[config.mk]
export PLATFORM = sky130hd
export DESIGN_NAME = ps2_bbc_keyboard_matrix
export DESIGN_NICKNAME = d
export VERILOG_FILES = /design/src/rtl/ps2_bbc_keyboard_matrix_pkg.sv /design/src/rtl/ps2_bbc_keyboard_matrix_key_map.sv /design/src/rtl/ps2_bbc_keyboard_matrix.sv
export SDC_FILE = /design/constraint.sdc
export NUM_CORES = 1
export LEC_CHECK = 0
export ABC_AREA = 1
export CAP_MARGIN = 40
export CORE_UTILIZATION = 35
export CTS_CLUSTER_SIZE = 16
export DETAILED_ROUTE_END_ITERATION = 6
export DONT_BUFFER_PORTS = 1
export PLACE_DENSITY = 0.58
export SYNTH_ARGS = -nofsm -noshare
export SYNTH_HDL_FRONTEND = slang
export SYNTH_SLANG_ARGS = --single-unit
[constraint.sdc]
create_clock -name clk -period 2.15 [get_ports clk]
set_input_delay 0.1075 -clock clk [delete_from_list [all_inputs] [get_ports clk]]
set_output_delay 0.1075 -clock clk [all_outputs]
set_load 0.02 [all_outputs]
[src/rtl/ps2_bbc_keyboard_matrix_pkg.sv]
// ---------------------------------------------------------------------------
// ps2_bbc_keyboard_matrix_pkg
// Shared types and constants for the PS/2 (scancode set 2) to BBC micro
// keyboard matrix converter.
//   t_bbc_keyboard   : keyboard state bundle handed to the matrix scan logic
//   t_ps2_rx_data    : one received PS/2 byte with its strobe and error flag
//   t_key_map_entry  : result of the {ext, code} -> matrix position lookup
//   t_state          : prefix tracking states of the byte-stream decoder
// ---------------------------------------------------------------------------
package ps2_bbc_keyboard_matrix_pkg;

    localparam int NUM_COLS = 10;
    localparam int NUM_ROWS = 8;
    localparam int NUM_KEYS = NUM_COLS * NUM_ROWS;

    // Scancode set 2 control bytes
    localparam logic [7:0] SC_E0         = 8'hE0;
    localparam logic [7:0] SC_E1         = 8'hE1;
    localparam logic [7:0] SC_F0         = 8'hF0;
    localparam logic [7:0] SC_AA         = 8'hAA;
    localparam logic [7:0] SC_FAKE_SHIFT = 8'h12;  // E0 12: fake shift
    localparam logic [7:0] SC_FAKE_PRTSC = 8'h7C;  // E0 7C: PrtSc half

    // Bytes that follow the leading E1 of the Pause make sequence
    localparam logic [2:0] E1_SKIP_BYTES = 3'd7;

    typedef struct packed {
        logic        reset_pressed;
        logic [63:0] keys_down_cols_0_to_7;
        logic [15:0] keys_down_cols_8_to_9;
    } t_bbc_keyboard;

    typedef struct packed {
        logic       valid;
        logic [7:0] data;
        logic       error;
    } t_ps2_rx_data;

    typedef struct packed {
        logic       mapped;
        logic       is_break_key;
        logic [3:0] column;
        logic [2:0] row;
    } t_key_map_entry;

    typedef enum logic [2:0] {
        ST_IDLE,
        ST_GOT_E0,
        ST_GOT_F0,
        ST_GOT_E0_F0,
        ST_SKIP_E1
    } t_state;

    // Ordinary matrix key at (column, row)
    function automatic t_key_map_entry key_at(input logic [3:0] column,
                                              input logic [2:0] row);
        t_key_map_entry e;
        e.mapped       = 1'b1;
        e.is_break_key = 1'b0;
        e.column       = column;
        e.row          = row;
        return e;
    endfunction

    // Keyboard-to-host protocol bytes that carry no key information
    function automatic logic is_ignored_code(input logic [7:0] code);
        return (code == 8'h00) || (code == 8'hFA) || (code == 8'hFC) ||
               (code == 8'hFE) || (code == 8'hFF);
    endfunction

endpackage

[src/rtl/ps2_bbc_keyboard_matrix_key_map.sv]
// ---------------------------------------------------------------------------
// ps2_bbc_key_map
// Combinational lookup from a completed PS/2 set 2 key ({ext, code}) to a
// BBC micro keyboard matrix position.
//   ext   : code was preceded by E0
//   code  : scancode byte
//   entry : {mapped, is_break_key, column, row}; all zero when unmapped
// Keypad digits and symbols alias onto the main keyboard keys. Row 0 of
// columns 2-9 carries the DIP links and is never targeted here.
// ---------------------------------------------------------------------------
module ps2_bbc_key_map
    import ps2_bbc_keyboard_matrix_pkg::*;
(
    input  logic           ext,
    input  logic [7:0]     code,
    output t_key_map_entry entry
);

    always_comb begin
        entry = '0;
        case ({ext, code})
            // row 0: shift (both), ctrl (both)
            9'h012, 9'h059: entry = key_at(4'd0, 3'd0);
            9'h014, 9'h114: entry = key_at(4'd1, 3'd0);
            // row 1
            9'h015: entry = key_at(4'd0, 3'd1);  // Q
            9'h026: entry = key_at(4'd1, 3'd1);  // 3
            9'h025: entry = key_at(4'd2, 3'd1);  // 4
            9'h02E: entry = key_at(4'd3, 3'd1);  // 5
            9'h00C: entry = key_at(4'd4, 3'd1);  // f4
            9'h03E: entry = key_at(4'd5, 3'd1);  // 8
            9'h083: entry = key_at(4'd6, 3'd1);  // f7
            9'h04E: entry = key_at(4'd7, 3'd1);  // -
            9'h055: entry = key_at(4'd8, 3'd1);  // ^ on =
            9'h16B: entry = key_at(4'd9, 3'd1);  // left arrow
            // row 2
            9'h009: entry = key_at(4'd0, 3'd2);  // f0 on F10
            9'h01D: entry = key_at(4'd1, 3'd2);  // W
            9'h024: entry = key_at(4'd2, 3'd2);  // E
            9'h02C: entry = key_at(4'd3, 3'd2);  // T
            9'h03D: entry = key_at(4'd4, 3'd2);  // 7
            9'h043: entry = key_at(4'd5, 3'd2);  // I
            9'h046: entry = key_at(4'd6, 3'd2);  // 9
            9'h045: entry = key_at(4'd7, 3'd2);  // 0
            9'h061: entry = key_at(4'd8, 3'd2);  // _ on ISO backslash
            9'h172: entry = key_at(4'd9, 3'd2);  // down arrow
            // row 3
            9'h016: entry = key_at(4'd0, 3'd3);  // 1
            9'h01E: entry = key_at(4'd1, 3'd3);  // 2
            9'h023: entry = key_at(4'd2, 3'd3);  // D
            9'h02D: entry = key_at(4'd3, 3'd3);  // R
            9'h036: entry = key_at(4'd4, 3'd3);  // 6
            9'h03C: entry = key_at(4'd5, 3'd3);  // U
            9'h044: entry = key_at(4'd6, 3'd3);  // O
            9'h04D: entry = key_at(4'd7, 3'd3);  // P
            9'h054: entry = key_at(4'd8, 3'd3);  // [
            9'h175: entry = key_at(4'd9, 3'd3);  // up arrow
            // row 4
            9'h058: entry = key_at(4'd0, 3'd4);  // caps lock
            9'h01C: entry = key_at(4'd1, 3'd4);  // A
            9'h022: entry = key_at(4'd2, 3'd4);  // X
            9'h02B: entry = key_at(4'd3, 3'd4);  // F
            9'h035: entry = key_at(4'd4, 3'd4);  // Y
            9'h03B: entry = key_at(4'd5, 3'd4);  // J
            9'h042: entry = key_at(4'd6, 3'd4);  // K
            9'h00E: entry = key_at(4'd7, 3'd4);  // @ on backtick
            9'h052: entry = key_at(4'd8, 3'd4);  // : on quote
            9'h05A, 9'h15A: entry = key_at(4'd9, 3'd4);  // return, kp enter
            // row 5
            9'h07E: entry = key_at(4'd0, 3'd5);  // shift lock on scroll lock
            9'h01B: entry = key_at(4'd1, 3'd5);  // S
            9'h021: entry = key_at(4'd2, 3'd5);  // C
            9'h034: entry = key_at(4'd3, 3'd5);  // G
            9'h033: entry = key_at(4'd4, 3'd5);  // H
            9'h031: entry = key_at(4'd5, 3'd5);  // N
            9'h04B: entry = key_at(4'd6, 3'd5);  // L
            9'h04C: entry = key_at(4'd7, 3'd5);  // ;
            9'h05B: entry = key_at(4'd8, 3'd5);  // ]
            9'h066, 9'h171: entry = key_at(4'd9, 3'd5);  // backspace, delete
            // row 6
            9'h00D: entry = key_at(4'd0, 3'd6);  // tab
            9'h01A: entry = key_at(4'd1, 3'd6);  // Z
            9'h029: entry = key_at(4'd2, 3'd6);  // space
            9'h02A: entry = key_at(4'd3, 3'd6);  // V
            9'h032: entry = key_at(4'd4, 3'd6);  // B
            9'h03A: entry = key_at(4'd5, 3'd6);  // M
            9'h041: entry = key_at(4'd6, 3'd6);  // ,
            9'h049: entry = key_at(4'd7, 3'd6);  // .
            9'h04A, 9'h14A: entry = key_at(4'd8, 3'd6);  // /, kp /
            9'h169: entry = key_at(4'd9, 3'd6);  // copy on End
            // row 7
            9'h076: entry = key_at(4'd0, 3'd7);  // escape
            9'h005: entry = key_at(4'd1, 3'd7);  // f1
            9'h006: entry = key_at(4'd2, 3'd7);  // f2
            9'h004: entry = key_at(4'd3, 3'd7);  // f3
            9'h003: entry = key_at(4'd4, 3'd7);  // f5
            9'h00B: entry = key_at(4'd5, 3'd7);  // f6
            9'h00A: entry = key_at(4'd6, 3'd7);  // f8
            9'h001: entry = key_at(4'd7, 3'd7);  // f9
            9'h05D: entry = key_at(4'd8, 3'd7);  // backslash
            9'h174: entry = key_at(4'd9, 3'd7);  // right arrow
            // keypad (num lock on) aliases onto the main keys
            9'h070: entry = key_at(4'd7, 3'd2);  // kp 0
            9'h069: entry = key_at(4'd0, 3'd3);  // kp 1
            9'h072: entry = key_at(4'd1, 3'd3);  // kp 2
            9'h07A: entry = key_at(4'd1, 3'd1);  // kp 3
            9'h06B: entry = key_at(4'd2, 3'd1);  // kp 4
            9'h073: entry = key_at(4'd3, 3'd1);  // kp 5
            9'h074: entry = key_at(4'd4, 3'd3);  // kp 6
            9'h06C: entry = key_at(4'd4, 3'd2);  // kp 7
            9'h075: entry = key_at(4'd5, 3'd1);  // kp 8
            9'h07D: entry = key_at(4'd6, 3'd2);  // kp 9
            9'h071: entry = key_at(4'd7, 3'd6);  // kp .
            9'h07B: entry = key_at(4'd7, 3'd1);  // kp -
            // F12 is the Break key: drives reset_pressed, not the matrix
            9'h007: begin
                entry.mapped       = 1'b1;
                entry.is_break_key = 1'b1;
            end
            default: entry = '0;
        endcase
    end

endmodule

[src/rtl/ps2_bbc_keyboard_matrix.sv]
// ---------------------------------------------------------------------------
// ps2_bbc_keyboard_matrix
// Turns the received PS/2 set 2 byte stream into the BBC micro keyboard
// bundle: one held-down bit per matrix key plus the Break flag. Row 0 of
// columns 2-9 reports the (registered) DIP switches instead of keys.
// Ports:
//   clk, reset                    : clock, synchronous active-high reset
//   ps2_rx__valid/data/error      : received byte strobe, byte, error flag
//   dip_switches                  : bit n -> column n+2 row 0
//   bbc_keyboard__reset_pressed   : Break key held
//   bbc_keyboard__keys_down_cols_0_to_7 : bit 8*c+r, columns 0-7
//   bbc_keyboard__keys_down_cols_8_to_9 : bit 8*(c-8)+r, columns 8-9
//   unmapped_key                  : one-cycle pulse, completed code unmapped
// Parameters:
//   prefix_timeout        : idle cycles tolerated inside a multi-byte code
//   release_all_on_error  : rx error or BAT (AA) releases every key
// ---------------------------------------------------------------------------
module ps2_bbc_keyboard_matrix
    import ps2_bbc_keyboard_matrix_pkg::*;
#(
    parameter int prefix_timeout       = 1000000,
    parameter bit release_all_on_error = 1'b1
) (
    input  logic        clk,
    input  logic        reset,
    input  logic        ps2_rx__valid,
    input  logic [7:0]  ps2_rx__data,
    input  logic        ps2_rx__error,
    input  logic [7:0]  dip_switches,
    output logic        bbc_keyboard__reset_pressed,
    output logic [63:0] bbc_keyboard__keys_down_cols_0_to_7,
    output logic [15:0] bbc_keyboard__keys_down_cols_8_to_9,
    output logic        unmapped_key
);

    localparam int TMO_W = (prefix_timeout > 1) ? $clog2(prefix_timeout + 1) : 1;
    localparam logic [TMO_W-1:0] TMO_LAST = TMO_W'(prefix_timeout - 1);

    t_ps2_rx_data   rx;
    t_key_map_entry map_entry;
    t_bbc_keyboard  kb;

    t_state              state_reg, state_next;
    logic [2:0]          skip_reg, skip_next;
    logic [TMO_W-1:0]    tmo_reg, tmo_next;
    logic [NUM_KEYS-1:0] keys_reg, keys_next;
    logic                brk_reg, brk_next;
    logic                unmapped_reg, unmapped_next;
    logic [7:0]          dip_reg;

    logic                ext;
    logic                do_update;
    logic                do_make;
    logic                do_clear;
    logic [6:0]          key_index;

    logic [NUM_KEYS-1:0] dip_bits;
    logic [NUM_KEYS-1:0] dip_mask;
    logic [NUM_KEYS-1:0] keys_down;

    assign rx = '{valid: ps2_rx__valid, data: ps2_rx__data, error: ps2_rx__error};

    // The lookup always sees the byte in flight; ext comes from the prefix state.
    assign ext = (state_reg == ST_GOT_E0) || (state_reg == ST_GOT_E0_F0);

    ps2_bbc_key_map u_key_map (
        .ext   (ext),
        .code  (rx.data),
        .entry (map_entry)
    );

    // Matrix bit index 8*column + row
    assign key_index = {map_entry.column, map_entry.row};

    always_ff @(posedge clk) begin
        if (reset) begin
            state_reg    <= ST_IDLE;
            skip_reg     <= '0;
            tmo_reg      <= '0;
            keys_reg     <= '0;
            brk_reg      <= 1'b0;
            unmapped_reg <= 1'b0;
            dip_reg      <= '0;
        end else begin
            state_reg    <= state_next;
            skip_reg     <= skip_next;
            tmo_reg      <= tmo_next;
            keys_reg     <= keys_next;
            brk_reg      <= brk_next;
            unmapped_reg <= unmapped_next;
            dip_reg      <= dip_switches;
        end
    end

    always_comb begin
        state_next    = state_reg;
        skip_next     = skip_reg;
        tmo_next      = '0;
        keys_next     = keys_reg;
        brk_next      = brk_reg;
        unmapped_next = 1'b0;
        do_update     = 1'b0;
        do_make       = 1'b0;
        do_clear      = 1'b0;

        if (rx.valid) begin
            if (rx.error) begin
                state_next = ST_IDLE;
                do_clear   = release_all_on_error;
            end else begin
                case (state_reg)
                    ST_IDLE: begin
                        if (rx.data == SC_E0) begin
                            state_next = ST_GOT_E0;
                        end else if (rx.data == SC_F0) begin
                            state_next = ST_GOT_F0;
                        end else if (rx.data == SC_E1) begin
                            state_next = ST_SKIP_E1;
                            skip_next  = E1_SKIP_BYTES;
                        end else if (rx.data == SC_AA) begin
                            do_clear = release_all_on_error;
                        end else if (!is_ignored_code(rx.data)) begin
                            do_update = 1'b1;
                            do_make   = 1'b1;
                        end
                    end
                    ST_GOT_E0: begin
                        if (rx.data == SC_F0) begin
                            state_next = ST_GOT_E0_F0;
                        end else begin
                            state_next = ST_IDLE;
                            // Fake shift / PrtSc halves would otherwise
                            // toggle the real shift key.
                            if ((rx.data != SC_FAKE_SHIFT) && (rx.data != SC_FAKE_PRTSC)) begin
                                do_update = 1'b1;
                                do_make   = 1'b1;
                            end
                        end
                    end
                    ST_GOT_F0, ST_GOT_E0_F0: begin
                        state_next = ST_IDLE;
                        do_update  = 1'b1;
                    end
                    ST_SKIP_E1: begin
                        if (skip_reg <= 3'd1) begin
                            state_next = ST_IDLE;
                            skip_next  = '0;
                        end else begin
                            skip_next = skip_reg - 3'd1;
                        end
                    end
                    default: state_next = ST_IDLE;
                endcase
            end
        end else if (state_reg != ST_IDLE) begin
            // Abandon a half-received code after prefix_timeout idle cycles.
            if (tmo_reg >= TMO_LAST) begin
                state_next = ST_IDLE;
            end else begin
                tmo_next = tmo_reg + 1'b1;
            end
        end

        if (do_clear) begin
            keys_next = '0;
            brk_next  = 1'b0;
        end else if (do_update) begin
            if (!map_entry.mapped) begin
                unmapped_next = 1'b1;
            end else if (map_entry.is_break_key) begin
                brk_next = do_make;
            end else if (key_index < 7'(NUM_KEYS)) begin
                keys_next[key_index] = do_make;
            end
        end
    end

    // Row 0 of columns 2-9 shows the DIP links; elsewhere the stored key bits.
    for (genvar gi = 0; gi < NUM_KEYS; gi++) begin : g_out_bit
        if (((gi % NUM_ROWS) == 0) && ((gi / NUM_ROWS) >= 2)) begin : g_dip
            assign dip_bits[gi] = dip_reg[(gi / NUM_ROWS) - 2];
            assign dip_mask[gi] = 1'b1;
        end else begin : g_key
            assign dip_bits[gi] = 1'b0;
            assign dip_mask[gi] = 1'b0;
        end
    end

    assign keys_down = (keys_reg & ~dip_mask) | dip_bits;

    assign kb = '{reset_pressed:         brk_reg,
                  keys_down_cols_0_to_7: keys_down[63:0],
                  keys_down_cols_8_to_9: keys_down[79:64]};

    assign bbc_keyboard__reset_pressed         = kb.reset_pressed;
    assign bbc_keyboard__keys_down_cols_0_to_7 = kb.keys_down_cols_0_to_7;
    assign bbc_keyboard__keys_down_cols_8_to_9 = kb.keys_down_cols_8_to_9;
    assign unmapped_key                        = unmapped_reg;

endmodule

# ---- Word level (Yosys, flattened, before mapping)
# Index checks and enable logic that the tools add are counted.
dict set report totals {
  regBits 116
  in_bits 20
  out_inout_bits 82
  wordCells 207
}
dict set report classes {
  n_addsub 2
  magnitude_cmp 5
  eq_ne 109
  n_mux 41
  bitwise 5
  reduce_logical 38
}
# op n
set op_table {}
lappend op_table {{7-bit case mux with 71 select lines} 1}
lappend op_table {{9-bit by 7-bit equality test with 1-bit output, second input constant} 36}
lappend op_table {{9-bit by 6-bit equality test with 1-bit output, second input constant} 23}
lappend op_table {{89-bit OR reduction} 1}
lappend op_table {{9-bit by 5-bit equality test with 1-bit output, second input constant} 9}
lappend op_table {{9-bit equality test, second input constant} 9}
lappend op_table {{80-bit bitwise mux} 1}
lappend op_table {{80-bit by 73-bit OR with 80-bit output} 1}
lappend op_table {{8-bit equality test, second input constant} 8}
lappend op_table {{9-bit by 4-bit equality test with 1-bit output, second input constant} 6}
lappend op_table {{9-bit by 3-bit equality test with 1-bit output, second input constant} 4}
lappend op_table {{3-bit two-way mux} 12}
lappend op_table {{2-bit OR reduction} 18}
lappend op_table {{20-bit by 1-bit adder with 20-bit output, second input constant} 1}
lappend op_table {{20-bit >= comparator, second input constant} 1}
lappend op_table {{1-bit two-way mux} 20}
lappend op_table {{9-bit by 1-bit equality test with 1-bit output, second input constant} 1}
lappend op_table {{9-bit by 2-bit equality test with 1-bit output, second input constant} 1}
lappend op_table {{9-bit by 8-bit equality test with 1-bit output, second input constant} 1}
lappend op_table {{3-bit case mux with 3 select lines} 1}
lappend op_table {{8-bit zero test} 1}
lappend op_table {{7-bit by 8-bit less-than comparator with 1-bit output, second input constant} 1}
lappend op_table {{8-bit by 5-bit inequality test with 1-bit output, second input constant} 1}
lappend op_table {{8-bit by 7-bit inequality test with 1-bit output, second input constant} 1}
lappend op_table {{27 further kinds} 41}

# ---- Depth between registers and ports, before layout
dict set report logic_depth {
  depth_word 15
  ltp_mapped 19
}

# ---- Modules after synthesis
# From an unflattened synthesis, not the netlist that was laid out.
dict set report unflattened {
  cells_unflattened 1271
  hier_area_um2 7818.7
}
# module instances cells_each area_each_um2
set by_module_without_submodules {}
lappend by_module_without_submodules {ps2_bbc_keyboard_matrix 1 937 6317.3}
lappend by_module_without_submodules {ps2_bbc_key_map 1 334 1501.4}

# ---- Worst setup path before layout
# Ideal clock, no wire load.
dict set report synth_path {
  path_kind {reg2reg}
  startpoint {register state_reg[2]}
  endpoint {register keys_reg[31]}
  setup_ns 0.113
  arrival_ns 1.986
  required_time_ns 2.037
  slack_ns 0.051
  path_stages_with_launch 19
  path_buffers 2
  period_less_slack_ns 2.099
  path_cell_list {dfxtp_1 -> inv_2 -> nand2_2 -> buf_2 -> nand3_1 -> nor2_1 -> nor2_2 -> nand2_1 -> nor2_1 -> nand2_1 -> nor2_1 -> nand3_2 -> nand2_2 -> inv_2 -> buf_4 -> nand3_1 -> nand2_1 -> nand2_1 -> nor2_1}
}
dict set report synth_between {
  elab_chain_cells 10
  elab_cells_between_ends 134
  cone_classes {order compare: 3; eq/ne: 93; mux: 14; bitwise: 1; reduce/logical: 23}
}
# item line
set synth_rtl {}
lappend synth_rtl {{start, declared} ps2_bbc_keyboard_matrix.sv:43} ;# t_state state_reg, state_next;
lappend synth_rtl {{start signal, assigned} ps2_bbc_keyboard_matrix.sv:85} ;# state_reg <= state_next;
lappend synth_rtl {{3-bit by 1-bit equality test with 1-bit output / 3-bit by 2-bit equality test with 1-bit output (equally long branches)} {ps2_bbc_keyboard_matrix.sv:64, ps2_bbc_keyboard_matrix.sv:111}}
lappend synth_rtl {{1-bit logical OR} ps2_bbc_keyboard_matrix.sv:64} ;# assign ext = (state_reg == ST_GOT_E0) || (state_reg == ST_GOT_E0_F0);
lappend synth_rtl {{9-bit by 7-bit equality test with 1-bit output (tied with other cells)} ps2_bbc_keyboard_matrix_key_map.sv:21} ;# case ({ext, code})
lappend synth_rtl {{2-bit OR reduction (on tied branches)} n/a}
lappend synth_rtl {{7-bit case mux with 71 select lines} ps2_bbc_keyboard_matrix_key_map.sv:21}
lappend synth_rtl {{7-bit by 8-bit less-than comparator with 1-bit output (implied by the code) / 7-bit by 1-bit >= comparator with 1-bit output (equally long branches)} ps2_bbc_keyboard_matrix.sv:173} ;# keys_next[key_index] = do_make;
lappend synth_rtl {{1-bit logical AND (implied by the code)} ps2_bbc_keyboard_matrix.sv:173}
lappend synth_rtl {{1-bit two-way mux (implied by the code)} ps2_bbc_keyboard_matrix.sv:173}
lappend synth_rtl {{1-bit demux with 7-bit select} ps2_bbc_keyboard_matrix.sv:173}
lappend synth_rtl {{80-bit bitwise mux} ps2_bbc_keyboard_matrix.sv:173}
lappend synth_rtl {{end signal, assigned} ps2_bbc_keyboard_matrix.sv:88} ;# keys_reg <= keys_next;
lappend synth_rtl {{end, declared} ps2_bbc_keyboard_matrix.sv:46} ;# logic [NUM_KEYS-1:0] keys_reg, keys_next;
# Several ways; a longest one is shown, not always the timed one.
# A chain may end at the register's enable or synchronous reset.

# ---- Final worst setup path
dict set report layout_path {
  startpoint {register state_reg[2]}
  endpoint {register keys_reg[38]}
}
# The elaborated chain is that of the path after synthesis.

==> metrics.log <==
INFO  metric outcome = finished with violations
INFO  metric violations = setup timing
INFO  metric drt_iter0_drc = 668
INFO  metric dpl.hpwl = 19200 um
INFO  metric crit_family = simple AND/OR/NAND/NOR gates
INFO  metric met3WireLength = 2120 um
INFO  metric cp_max_fo = 11
INFO  metric synth_top_area_frac = 0.341
INFO  metric number_of_synthesized_flops_with_an_enable_pin = 0
INFO  metric hold_violations = 0
INFO  metric floorplan.die_area = 18600 um2
INFO  metric synthDominantAreaCellType = sky130_fd_sc_hd__dfxtp_1
INFO  metric std_cell_rows = 48
INFO  metric final_min_period_over_clock_period = 1.15
INFO  metric cts.path.max_buffers = 2
INFO  metric final_nets = 1380
INFO  metric die_h = 137 um
INFO  metric grt_resource_usage_total = 0.295
INFO  metric yosys.cell_types.count = 35
INFO  metric route.detailed.wl_per_inst = 17.6 um
INFO  metric design.portCount = 102
INFO  metric power_density = 465 nW/um2
INFO  metric fmaxAchievable = 406 MHz
INFO  metric drive_gt1_frac = 0.358
INFO  metric ctsHtreeMaxLevel = 3
INFO  metric clock_tree.root_cell = sky130_fd_sc_hd__clkbuf_16
INFO  metric worst_ep_arrival_time = 2760 ps
INFO  metric metal_1_wl = 12100 um
INFO  metric grt_pass1_vias = 7740
INFO  metric timing_worst_slew_pin_value = 969 ps
INFO  metric crit_type = reg -> reg
INFO  metric timing.critical_path.cells = inv_2 > nand2_4 > buf_6 > buf_4 > nand2_4 > nor2_1 > nor2_2 > nand2_1 > nor2_2 > nand2_1 > nor2_1 > nand3_2 > nand2_4 > buf_8 > inv_16 > buf_16 > nand2_1 > nand2_1 > a21oi_2
INFO  metric place_congestion = 0.990
INFO  metric vias_per_cell = 5.29
INFO  metric syn_area_per_cell = 5.94 um2
INFO  metric detailroute.via_count = 8399
INFO  metric antenna_violations_before_repair = 0
INFO  metric relSlewSlack = 0.352
INFO  metric yosysWarnings = 0
INFO  metric largest_register_ff_count = 72
INFO  metric setup_viol_count_final = 73
INFO  metric grt_overflow = 0
INFO  metric floorplan.initialDensity = 0.363
INFO  metric number_of_buffer_cells_added_on_primary_ports = 0
INFO  metric post_synthesis_net_count = 1090
INFO  metric clkLatencyLatePin = 360 ps
INFO  metric synth_seq_cells = 108
INFO  metric ir_drop = 433 uV
INFO  metric grt_setup_unrepaired = yes
INFO  metric grt_first_pass_wirelength = 41500 um
INFO  metric tritoncts = done
INFO  metric worst-r2r-setup-slack = -310 ps
INFO  metric layout_overhead_on_the_synthesized_area = 64.2%
INFO  metric timing.critical_path.required = 2440 ps
INFO  metric p_comb_frac = 0.177
INFO  metric syn_inst = 1067
INFO  metric clock_power_share = 0.401
INFO  metric cts.sink_count = 108
INFO  metric insertedDiodeCount = 0
INFO  metric cts_made_buffers = 9
INFO  metric critical_path.startpoint_type = flip-flop
INFO  metric internal_power = 3.55 mW
INFO  metric synth.area.top_cells = sky130_fd_sc_hd__dfxtp_1 (34%), sky130_fd_sc_hd__nor2_1 (17%), sky130_fd_sc_hd__nand2_1 (13%)
INFO  metric synth.yosys.seq_area_share = 0.341
INFO  metric p_leak = 4.60 nW
INFO  metric core_area = 17500 um2
INFO  metric crit_path_max_incr_delay = 330 ps
INFO  metric highest_layer = met4
INFO  metric remaining_drc_errors = 0
INFO  metric cp_common_cell = sky130_fd_sc_hd__nand2_1
INFO  metric wl_met2 = 12500 um
INFO  metric end_kind = flip-flop
INFO  metric finish.utilization = 0.595
INFO  metric route.final.wire_length = 27900 um
INFO  metric max-cap-violations = 0
INFO  metric switching_power = 1.29 mW
INFO  metric post-route-min-period = 2460 ps
INFO  metric ant_nets = 0
INFO  metric ys_dominant_reg_cell = sky130_fd_sc_hd__dfxtp_1
INFO  metric power.share.sequential = 0.421
INFO  metric master_of_the_slowest_instance_on_the_critical_path = sky130_fd_sc_hd__dfxtp_2
INFO  metric clk_pin_slew_worst_paths = 80 ps
INFO  metric holdWs = 35.4 ps
INFO  metric die_w = 137 um
INFO  metric postSynth.asyncResetShare = 0
INFO  metric switching_share = 0.267
INFO  metric setup_ws = -313 ps
INFO  metric post_synth_instance_area = 6340 um2
INFO  metric cp.buffers_inverters = 6
INFO  metric detailed_router_iteration_count_before_antenna_repair = 5
INFO  metric clock_skew = 6.82 ps
INFO  metric worst_hold_path_type = in -> reg
INFO  metric final-max-slew-violation-count = 0
INFO  metric pin_count_of_the_biggest_net_entering_global_routing = 44
-- cell usage in the layout, fill, tap and decap left out, drive strengths merged, types with 3 or more instances in the layout --
cell type    netlist  layout
clkbuf            17      16
nand4              8       8
nor3              57      57
nor4               7       7
nand3b             3       3
a31oi              4       4
or2                3       3
a21oi             51      51
nand2            228     228
ha                 3       3
nand3            102     102
nor2             287     287
bufinv             0       3
buf               22     299
o21ai             63      63
nor3b              4       4
inv               87      89
dfxtp            108     108
dlygate4sd3        0      10
-- area by class of cell --
class                   count  area, um2
flip-flops and latches    108       2170
multi-input cells         833       4350
repair inverters            1       8.76
inverters                  87        347
well taps                 225        282
clock buffers               9        225
fillers                  1607       7070
clock inverters             7        121
repair buffers            317       2910
-- Yosys cell counts, types with 2 or more instances --
master and instances:
sky130_fd_sc_hd__o21ai_1 2, sky130_fd_sc_hd__nand4_1 8, sky130_fd_sc_hd__nor3b_1 4, sky130_fd_sc_hd__o21ai_0 61, sky130_fd_sc_hd__buf_6 2, sky130_fd_sc_hd__nand3b_1 3
sky130_fd_sc_hd__ha_1 3, sky130_fd_sc_hd__a21oi_1 50, sky130_fd_sc_hd__buf_2 18, sky130_fd_sc_hd__nor3_1 57, sky130_fd_sc_hd__buf_4 2, sky130_fd_sc_hd__o211ai_1 2
sky130_fd_sc_hd__xnor2_1 2, sky130_fd_sc_hd__a31oi_1 4, sky130_fd_sc_hd__xor2_1 2, sky130_fd_sc_hd__inv_1 80, sky130_fd_sc_hd__or2_2 3, sky130_fd_sc_hd__nand2_2 2
sky130_fd_sc_hd__nor2_2 4, sky130_fd_sc_hd__clkbuf_1 17, sky130_fd_sc_hd__inv_2 7, sky130_fd_sc_hd__dfxtp_1 108, sky130_fd_sc_hd__nand2_1 226, sky130_fd_sc_hd__nor4_1 7
sky130_fd_sc_hd__nand3_1 101, sky130_fd_sc_hd__nor2_1 283
-- metrics by stage --
stage	area (um2)	instances	setup slack [ps]	TNS, ps	total power [mW]
6_report	10400	1587	-313	-19590	4.84
5_1_grt	10400	1587	-466	-29810	5.02
4_1_cts	9760	1561	-199	-10680	4.77
3_5_place_dp	8300	1487	-411	-25940	2.65
3_3_place_gp	8300	1487	-400	-25750	2.65
2_1_floorplan	6340	1067	51.3	0	2.38
-- power by group through the flow --
stage | clock network, mW | logic [mW] | registers, mW
floorplan | 0 | 0.297 | 2.08
global placement | 0 | 0.570 | 2.08
detailed placement | 0 | 0.569 | 2.08
CTS | 1.99 | 0.739 | 2.04
global route | 2.07 | 0.908 | 2.04
finish | 1.94 | 0.859 | 2.04
-- worst reg2reg max path, delay by kind of cell, from the launching register on --
| family | cells | cell delay [ps] |
|---|---|---|
| DFF | 1 | 330 |
| AOI/OAI and AO/OA | 1 | 130 |
| and+or+nand+nor | 12 | 1230 |
| buffers and inverters | 6 | 740 |
-- path summary, 6_finish.rpt --
check / start / end / cells past startpoint
setup reg to reg: state_reg[2] / keys_reg[38] / 19
setup / recovery: state_reg[2] / keys_reg[38] / 19
hold reg to reg: tmo_reg[3] / tmo_reg[3] / 2
hold / removal: reset / tmo_reg[18] / 3
-- timing repair --
| item | CTS | global route |
|---|---|---|
| setup buffers | 40 | 17 |
| hold buffers | 10 | 0 |
| resized for setup | 162 | 87 |
| hold endpoints to repair | 14 | 0 |
| setup endpoints to repair | 73 | 80 |
| gates cloned | 10 | 10 |
| pin swaps | 42 | 49 |
-- metal layers --
layer / vias to the layer above / track usage
li1: 4033 / -
met1: 3909 / 0.394
met2: 372 / 0.460
met3: 85 / 0.0533
met4: 0 / 0.135
met5: - / 0
-- logic make-up (layout without fill, tap and decap cells) --
group / count (synthesis) / count (layout) / synth area share
buffers and inverters: 126 / 421 / 0.0817
XOR/XNOR: 4 / 4 / 0.00553
AO/OA/AOI/OAI: 125 / 125 / 0.103
flip-flops: 108 / 108 / 0.341
adder cells (fa/ha/maj): 3 / 3 / 0.00592
AND/OR/NAND/NOR: 701 / 701 / 0.462
(Power assumes the default switching activity.)
